### config.mk
export PLATFORM = sky130hd
export DESIGN_NAME = brv32p_fetch_buffer
export DESIGN_NICKNAME = d
export VERILOG_FILES = /design/src/rtl/brv32p_fetch_buffer.sv
export SDC_FILE = /design/constraint.sdc
export NUM_CORES = 1
export LEC_CHECK = 0
export ABC_AREA = 1
export CAP_MARGIN = 20
export CELL_PAD_IN_SITES_DETAIL_PLACEMENT = 0
export CELL_PAD_IN_SITES_GLOBAL_PLACEMENT = 1
export CORE_UTILIZATION = 40
export DETAILED_ROUTE_END_ITERATION = 8
export HOLD_SLACK_MARGIN = 0.03
export PLACE_DENSITY_LB_ADDON = 0.3
export REMOVE_ABC_BUFFERS = 1
export SKIP_CTS_REPAIR_TIMING = 1
export SLEW_MARGIN = 15
export SYNTH_ARGS = -nofsm -noshare
export SYNTH_HDL_FRONTEND = slang
export SYNTH_SLANG_ARGS = --single-unit
### constraint.sdc
create_clock -name clk -period 3.9 [get_ports clk]
set_input_delay 0.585 -clock clk [delete_from_list [all_inputs] [get_ports clk]]
set_output_delay 0.585 -clock clk [all_outputs]
set_load 0.02 [all_outputs]
### src/rtl/brv32p_fetch_buffer.sv
// Instruction prefetch queue: pipelined word fetches into a DEPTH-word buffer,
// with halfword realignment so instructions split across words reach IF whole.
module brv32p_fetch_buffer #(
  parameter int unsigned DEPTH        = 4,
  parameter logic [31:0] RESET_VECTOR = 32'h0000_0000
) (
  input  logic        clk,
  input  logic        rst_n,
  input  logic        redirect_valid,
  input  logic [31:0] redirect_pc,
  output logic        imem_req,
  output logic [31:0] imem_addr,
  input  logic        imem_gnt,
  input  logic        imem_rvalid,
  input  logic [31:0] imem_rdata,
  input  logic        imem_rerr,
  output logic        instr_valid,
  input  logic        instr_ready,
  output logic [31:0] instr_data,
  output logic [31:0] instr_pc,
  output logic        instr_compressed,
  output logic        instr_fault
);

  localparam int unsigned AW = $clog2(DEPTH);
  localparam int unsigned CW = AW + 1;  // word pointer / counter width, incl. phase bit
  localparam int unsigned HW = AW + 2;  // halfword pointer width
  localparam logic [CW:0] DEPTH_X = DEPTH[CW:0];

  logic [31:0]   word_q [DEPTH];
  logic [31:0]   word_d [DEPTH];
  logic          err_q  [DEPTH];
  logic          err_d  [DEPTH];
  logic [CW-1:0] wr_ptr_q, wr_ptr_d;
  logic [HW-1:0] hp_q, hp_d;
  logic [CW-1:0] out_cnt_q, out_cnt_d;
  logic [CW-1:0] discard_q, discard_d;
  logic [31:0]   fetch_pc_q, fetch_pc_d;
  logic [31:0]   head_pc_q, head_pc_d;

  logic [CW-1:0] occ;
  logic [CW:0]   inflight;
  logic [AW-1:0] idx0, idx1;
  logic [15:0]   hw0, hw1;
  logic          err0, err1;
  logic          is_comp, hw0_ok, hw1_ok, avail, req_int;
  logic          req_fire, push, pop;
  logic          unused_pc_bit0;

  assign unused_pc_bit0 = redirect_pc[0];

  // Occupancy counts a word until both of its halfwords have been consumed.
  always_comb begin
    occ      = wr_ptr_q - hp_q[HW-1:1];
    inflight = {1'b0, occ} + {1'b0, out_cnt_q};
    req_int  = (inflight < DEPTH_X);
    idx0     = hp_q[AW:1];
    idx1     = idx0 + AW'(1);
    hw0      = hp_q[0] ? word_q[idx0][31:16] : word_q[idx0][15:0];
    err0     = err_q[idx0];
    hw1      = hp_q[0] ? word_q[idx1][15:0] : word_q[idx0][31:16];
    err1     = hp_q[0] ? err_q[idx1] : err_q[idx0];
    is_comp  = (hw0[1:0] != 2'b11);
    hw0_ok   = (occ != '0);
    hw1_ok   = hp_q[0] ? (occ > CW'(1)) : hw0_ok;
    avail    = hw0_ok && (is_comp || hw1_ok);
  end

  assign imem_req         = rst_n & req_int;
  assign imem_addr        = rst_n ? fetch_pc_q : 32'h0;
  assign instr_valid      = rst_n & avail;
  assign instr_data       = !rst_n ? 32'h0 : (is_comp ? {16'h0, hw0} : {hw1, hw0});
  assign instr_pc         = rst_n ? head_pc_q : 32'h0;
  assign instr_compressed = rst_n & is_comp;
  assign instr_fault      = rst_n & (err0 | (~is_comp & err1));

  assign req_fire = imem_req & imem_gnt;
  assign pop      = instr_valid & instr_ready & ~redirect_valid;
  assign push     = imem_rvalid & (discard_q == '0) & ~redirect_valid;

  always_comb begin
    word_d     = word_q;
    err_d      = err_q;
    wr_ptr_d   = wr_ptr_q;
    hp_d       = hp_q;
    discard_d  = discard_q;
    fetch_pc_d = fetch_pc_q;
    head_pc_d  = head_pc_q;
    out_cnt_d  = out_cnt_q;
    if (req_fire && !imem_rvalid) begin
      out_cnt_d = out_cnt_q + CW'(1);
    end else if (!req_fire && imem_rvalid) begin
      out_cnt_d = out_cnt_q - CW'(1);
    end
    if (redirect_valid) begin
      // Every response still owed after this cycle belongs to the old stream.
      wr_ptr_d   = '0;
      hp_d       = {{CW{1'b0}}, redirect_pc[1]};
      discard_d  = out_cnt_d;
      fetch_pc_d = {redirect_pc[31:2], 2'b00};
      head_pc_d  = {redirect_pc[31:1], 1'b0};
    end else begin
      if (req_fire) begin
        fetch_pc_d = fetch_pc_q + 32'd4;
      end
      if (imem_rvalid && (discard_q != '0)) begin
        discard_d = discard_q - CW'(1);
      end
      if (push) begin
        word_d[wr_ptr_q[AW-1:0]] = imem_rdata;
        err_d[wr_ptr_q[AW-1:0]]  = imem_rerr;
        wr_ptr_d                 = wr_ptr_q + CW'(1);
      end
      if (pop) begin
        hp_d      = hp_q + (is_comp ? HW'(1) : HW'(2));
        head_pc_d = head_pc_q + (is_comp ? 32'd2 : 32'd4);
      end
    end
  end

  always_ff @(posedge clk) begin
    if (!rst_n) begin
      wr_ptr_q   <= '0;
      hp_q       <= {{CW{1'b0}}, RESET_VECTOR[1]};
      out_cnt_q  <= '0;
      discard_q  <= '0;
      fetch_pc_q <= {RESET_VECTOR[31:2], 2'b00};
      head_pc_q  <= RESET_VECTOR;
    end else begin
      wr_ptr_q   <= wr_ptr_d;
      hp_q       <= hp_d;
      out_cnt_q  <= out_cnt_d;
      discard_q  <= discard_d;
      fetch_pc_q <= fetch_pc_d;
      head_pc_q  <= head_pc_d;
    end
  end

  // Buffer storage carries no reset; validity is tracked by the pointers.
  always_ff @(posedge clk) begin
    word_q <= word_d;
    err_q  <= err_d;
  end

endmodule

# == Yosys cells after proc, flatten, opt, wreduce, memory -nomap -nowiden ==
# Index checks and enable logic that the tools add are counted.
# op_classes
bitwise_logic,17
n_eq_ne,1
n_lt_le_gt_ge,6
n_addsub,10
muxes,38
reduce_logical,16
# ops
operator,n
32-bit two-way mux,11
32-bit binary-select mux with 2-bit select,2
128-bit bitwise mux,1
32-bit demux with 2-bit select,1
16-bit two-way mux,4
32-bit by 3-bit adder with 32-bit output,1
32-bit by 3-bit adder with 32-bit output (second input constant),1
3-bit two-way mux,5
1-bit bitwise AND,10
3-bit greater-or-equal comparator (second input constant),3
1-bit two-way mux,9
2-bit inverter with 3-bit output,3
3-bit by 1-bit adder with 3-bit output (second input constant),2
2-bit nonzero test,3
3-bit nonzero test,2
3-bit by 1-bit subtractor with 3-bit output (second input constant),2
1-bit logical AND,5
3-bit by 3-bit adder with 4-bit output,1
4-bit by 2-bit adder with 4-bit output,1
1-bit binary-select mux with 2-bit select,2
4-bit bitwise mux,1
4-bit by 3-bit less-than comparator with 1-bit output (second input constant),1
3-bit by 1-bit > comparator with 1-bit output (second input constant),1
3-bit zero test,1
other kinds (12),15
# word_totals
word_cells,105
reg_bits,209

# == Logic depth before layout (Yosys ltp) ==
# logic_depth
depth_word,13
depth_mapped,21

# == Worst setup path before layout ==
# Ideal clock, no wire load.
# synth_timing
path_kind,register to register
from,reg hp_q[2]
to,reg fetch_pc_q[11]
setup_slack_ps,960
path_stages_with_launch,16
synth_period_minus_slack_ps,2940
arrival_time_ps,2812
path_buffers,3
cell_sequence,dfxtp_1 -> inv_2 -> buf_2 -> clkbuf_1 -> fa_1 -> nand3b_1 -> nand2_1 -> inv_1 -> ha_1 -> nor4_1 -> nand3_1 -> nand2_1 -> clkbuf_1 -> o21ai_0 -> a21oi_1 -> nor2_1
# synth_via
elab_chain_cells,6
# synth_rtl
item,line_no,rtl
start: declaration,35,"logic [HW-1:0] hp_q, hp_d;"
start signal: assignment,124,"hp_q <= {{CW{1'b0}}, RESET_VECTOR[1]};"
start signal: assignment,131,hp_q <= hp_d;
3-bit subtractor,54,occ = wr_ptr_q - hp_q[HW-1:1];
3-bit by 3-bit adder with 4-bit output,55,"inflight = {1'b0, occ} + {1'b0, out_cnt_q};"
4-bit by 3-bit less-than comparator with 1-bit output,56,req_int = (inflight < DEPTH_X);
1-bit bitwise AND,69,assign imem_req = rst_n & req_int;
1-bit bitwise AND,77,assign req_fire = imem_req & imem_gnt;
2-bit nonzero test (no line),--,
end signal: assignment,127,"fetch_pc_q <= {RESET_VECTOR[31:2], 2'b00};"
end signal: assignment,134,fetch_pc_q <= fetch_pc_d;
end: declaration,38,"logic [31:0] fetch_pc_q, fetch_pc_d;"
# No other way between the ends.
# A chain may end at the register's enable or synchronous reset.

# == Worst setup path in the final report ==
# layout_timing
from,reg hp_q[2]
to,out instr_data[17]
# layout_via
elab_chain_cells,8
word_cells_on_any_way,14
cone_classes,add/sub: 1; eq/ne: 1; mux: 10; bitwise: 2
# layout_rtl
item,line_no,rtl
2-bit by 1-bit adder with 2-bit output / 2-bit inverter with 3-bit output (equally long branches),"58, 59, 61",
2-bit inverter with 3-bit output (implied by the code) / 32-bit binary-select mux with 2-bit select (equally long branches),"61, 59",
32-bit binary-select mux with 2-bit select / 32-bit two-way mux (equally long branches),"61, 59",
16-bit two-way mux (implied by the code) / 32-bit two-way mux (equally long branches),"61, 59",
16-bit two-way mux (on tied branches),"61, 59",
16-bit two-way mux / 2-bit inequality test (equally long branches),"61, 63",
32-bit two-way mux * (2 in a row),72,"assign instr_data = !rst_n ? 32'h0 : (is_comp ? {16'h0, hw0} : {hw1, hw0});"
end: declaration,19,"output logic [31:0] instr_data,"
# Mark *: on every way between the ends. The rest lies on a longest branch, timed or not. The select of a mux whose other input is x is not followed.

==> impl_metrics.yaml <==
synthesis:
  synth_edf_count: 132
  synth_top_area_frac: 0.3463
  synthMostInstantiatedCell: "nand2_1"
  seq_area_frac_synth: 0.4757
  synthesis.area_um2: 11450
  synth_ff_type: "edfxtp_1"
  synth_cells: 1475
  synth_seq_cells: 206
  post_synth_num_cell_types: 43
  synthArstFlopShare: 0
  ys_top_cells_by_count: "nand2_1 (425), inv_1 (161), edfxtp_1 (132), nor2_1 (130), a21oi_1 (92)"
  synthTopCellsByArea: "edfxtp_1 (35%), nand2_1 (14%), dfxtp_1 (13%)"
  syn_area_per_cell_um2: 7.760
  synth_top_area_cell: "edfxtp_1"
  synth_warnings: 0
route:
  drtAntennaViolNets: 0
  drt-total-wl_mm: 33.82
  firstDrtPassIters: 5
  vias: 10370
  drt_iter0_drc: 791
  routed_via_density: 5.153
  wl_per_cell_um: 16.80
  drc: 0
floorplanning:
  die_h_um: 171.2
  ioPinCount: 171
  start_util: 0.4097
  die_x_um: 171.2
  die_area_um2: 29300
  rows: 61
  coreArea_um2: 27930
outcome:
  status: "finished, final reports clean"
cells_and_area:
  drive_gt1_frac: 0.05627
  diodes: 0
  areaGrowthSynthToFinish_pct: 26.27
  finish.instance_area_um2: 14450
  finalCoreUtilization: 0.5174
  nFillCells: 2680
  stdcell_count: 2013
  final_net_count: 1706
place:
  numPortBuffers: 166
  place_ws_ns: 0.4510
  place_hpwl_mm: 22.96
  dp.cells: 1967
  gp_congestion: 0.8838
  post_dp_cell_area_um2: 13470
timing:
  grt_setup_unrepaired: "false"
  min_period_over_period: 0.9455
  skew_ns: 0.008131
  hold_viol: 0
  worst_slew_pin_slew_ns: 0.7654
  maxSlewHeadroom: 0.4879
  fmax_mhz: 271.2
  finalMaxSlewViolations: 0
  setup_violations: 0
  timing.final.ws_setup_ns: 0.2127
  fin_crit_ns: 3.687
setup_path:
  crit_path_top_delay_cell: "clkdlybuf4s50_1"
  crit_top_cell: "nand2_1"
  crit_fanout: 66
  crit_arrival_ns: 3.10
  crit_path_cell_trace: "inv_2 -> clkbuf_8 -> nand3_1 -> nand2_1 -> nand2_1 -> nand2_1 -> nand2_1 -> a2111oi_1 -> clkdlybuf4s50_1"
  slowest_delay_ns: 0.73
  cp-start-kind: "flip-flop"
  crit_buf_inv: 3
  cp-end-kind: "output pin"
  crit_type: "flip-flop to output pin"
  cp.required_ns: 3.31
  critPathTopFamily: "buffers and inverters"
clock_tree:
  ctsLongestPathBuffers: 3
  cts-root-buf: "clkbuf_16"
  cts_tree: "yes"
  clk_pin_slew_ns: 0.06
  clock_sinks: 206
  cts_buffers: 25
  h-tree-depth: 1
  clock_latency_ns: 0.54
pwr:
  ir_drop_v: 0.0003000
  leakagePower_nw: 5.835
  finalPower_mw: 5.888
  pwr_density_cell_nw_per_um2: 407.4
worst_hold_path:
  min_path_type: "flip-flop to flip-flop"
global_routing:
  grt_usage: 0.2320
  grt_pass1_wl_mm: 52.60
  grt_overflow: 0
  grt_pass1_vias: 9657
  antenna_found_initial: 0
  grt_max_degree: 67
flow_run:
  drv_cap: 0
## worst reg2reg max path, stage by stage (launching register included)
cell and delay [ns]:
dfxtp_1 0.32, inv_1 0.15, ha_1 0.17, inv_1 0.04
fa_1 0.37, nand3b_1 0.17, nand2_1 0.12, inv_1 0.06
ha_1 0.27, nor4_1 0.23, nand3_1 0.26, nand2_1 0.44
inv_1 0.40, nand2_1 0.16, a31oi_1 0.09
## where the power goes
group	internal, mW	leakage [nW]	switching [mW]
logic	0.296	3.57	0.444
registers	2.40	1.80	0.0729
clock network	1.69	0.464	0.978
## cells in the final DEF (no fill, tap or decap), types with 3 or more instances in the layout
cell type / synthesis / routed
bufinv_16: 0 / 7
o21ai_1: 7 / 7
clkinvlp_4: 0 / 3
xor2_1: 28 / 28
nand2_2: 5 / 5
a21oi_1: 92 / 92
a31oi_1: 16 / 16
buf_4: 4 / 22
nand3b_1: 3 / 3
edfxtp_1: 132 / 132
xnor2_1: 11 / 11
a32o_1: 15 / 15
o221ai_1: 15 / 15
nor2_1: 130 / 126
clkinv_2: 0 / 5
ha_1: 16 / 16
nand3_1: 81 / 81
fa_1: 3 / 3
clkbuf_16: 0 / 26
nor3_1: 28 / 28
inv_1: 161 / 161
o21ai_0: 88 / 88
clkdlybuf4s50_1: 0 / 163
a21boi_0: 3 / 3
conb_1: 1 / 3
o22ai_1: 31 / 31
nand2_1: 425 / 425
nand4_1: 12 / 12
dfxtp_1: 74 / 72
nor2_4: 1 / 5
## routing by layer
layer,share of wire,global-route usage
met5,0,0
met4,0.017,0.05745
met3,0.056,0.02915
met2,0.45,0.3644
met1,0.48,0.3368
## layout make-up
cell class / count / area, um^2 / area share
Inverter: 164 / 618.1 / 0.04277
Tap cell: 378 / 473.0 / 0.03272
Multi-Input combinational cell: 1027 / 5065 / 0.3504
Clock buffer: 26 / 650.6 / 0.04502
Clock inverter: 20 / 307.8 / 0.02130
Sequential cell: 206 / 5448 / 0.3769
Timing Repair Buffer: 192 / 1891 / 0.1308
## through the flow
step,setup TNS [ns],hold slack [ns]
floorplan,-14.01,0.4541
global placement,0,0.4785
detailed placement,0,0.4815
CTS,-0.2651,0.4902
global route,0,0.5458
finish,0,0.4916
## registers in the layout, indices dropped and copies added, names as in the netlist
name,cells
out_cnt_q,3
head_pc_q,31
wr_ptr_q,3
word_q,128
hp_q,4
err_q,4
fetch_pc_q,30
discard_q,3
## path summary, 6_finish.rpt
check	from	to	slack [ns]	cells past startpoint
worst min-delay path	wr_ptr_q[2]	wr_ptr_q[2]	0.49	2
worst max-delay path	hp_q[2]	instr_data[17]	0.21	9
worst min register to register	wr_ptr_q[2]	wr_ptr_q[2]	0.49	2
worst max register to register	wr_ptr_q[0]	fetch_pc_q[14]	0.51	14
## kinds of logic after synthesis
group                    after synthesis  synth area share
adder cells (fa/ha/maj)               19           0.02274
AO/OA/AOI/OAI                        273            0.1382
AND/OR/NAND/NOR                      693            0.2480
flip-flops                           206            0.4757
buffers and inverters                244           0.08515
other                                  1         0.0003276
XOR/XNOR                              39           0.02984
Note: power is estimated with default switching activity, not from simulation.
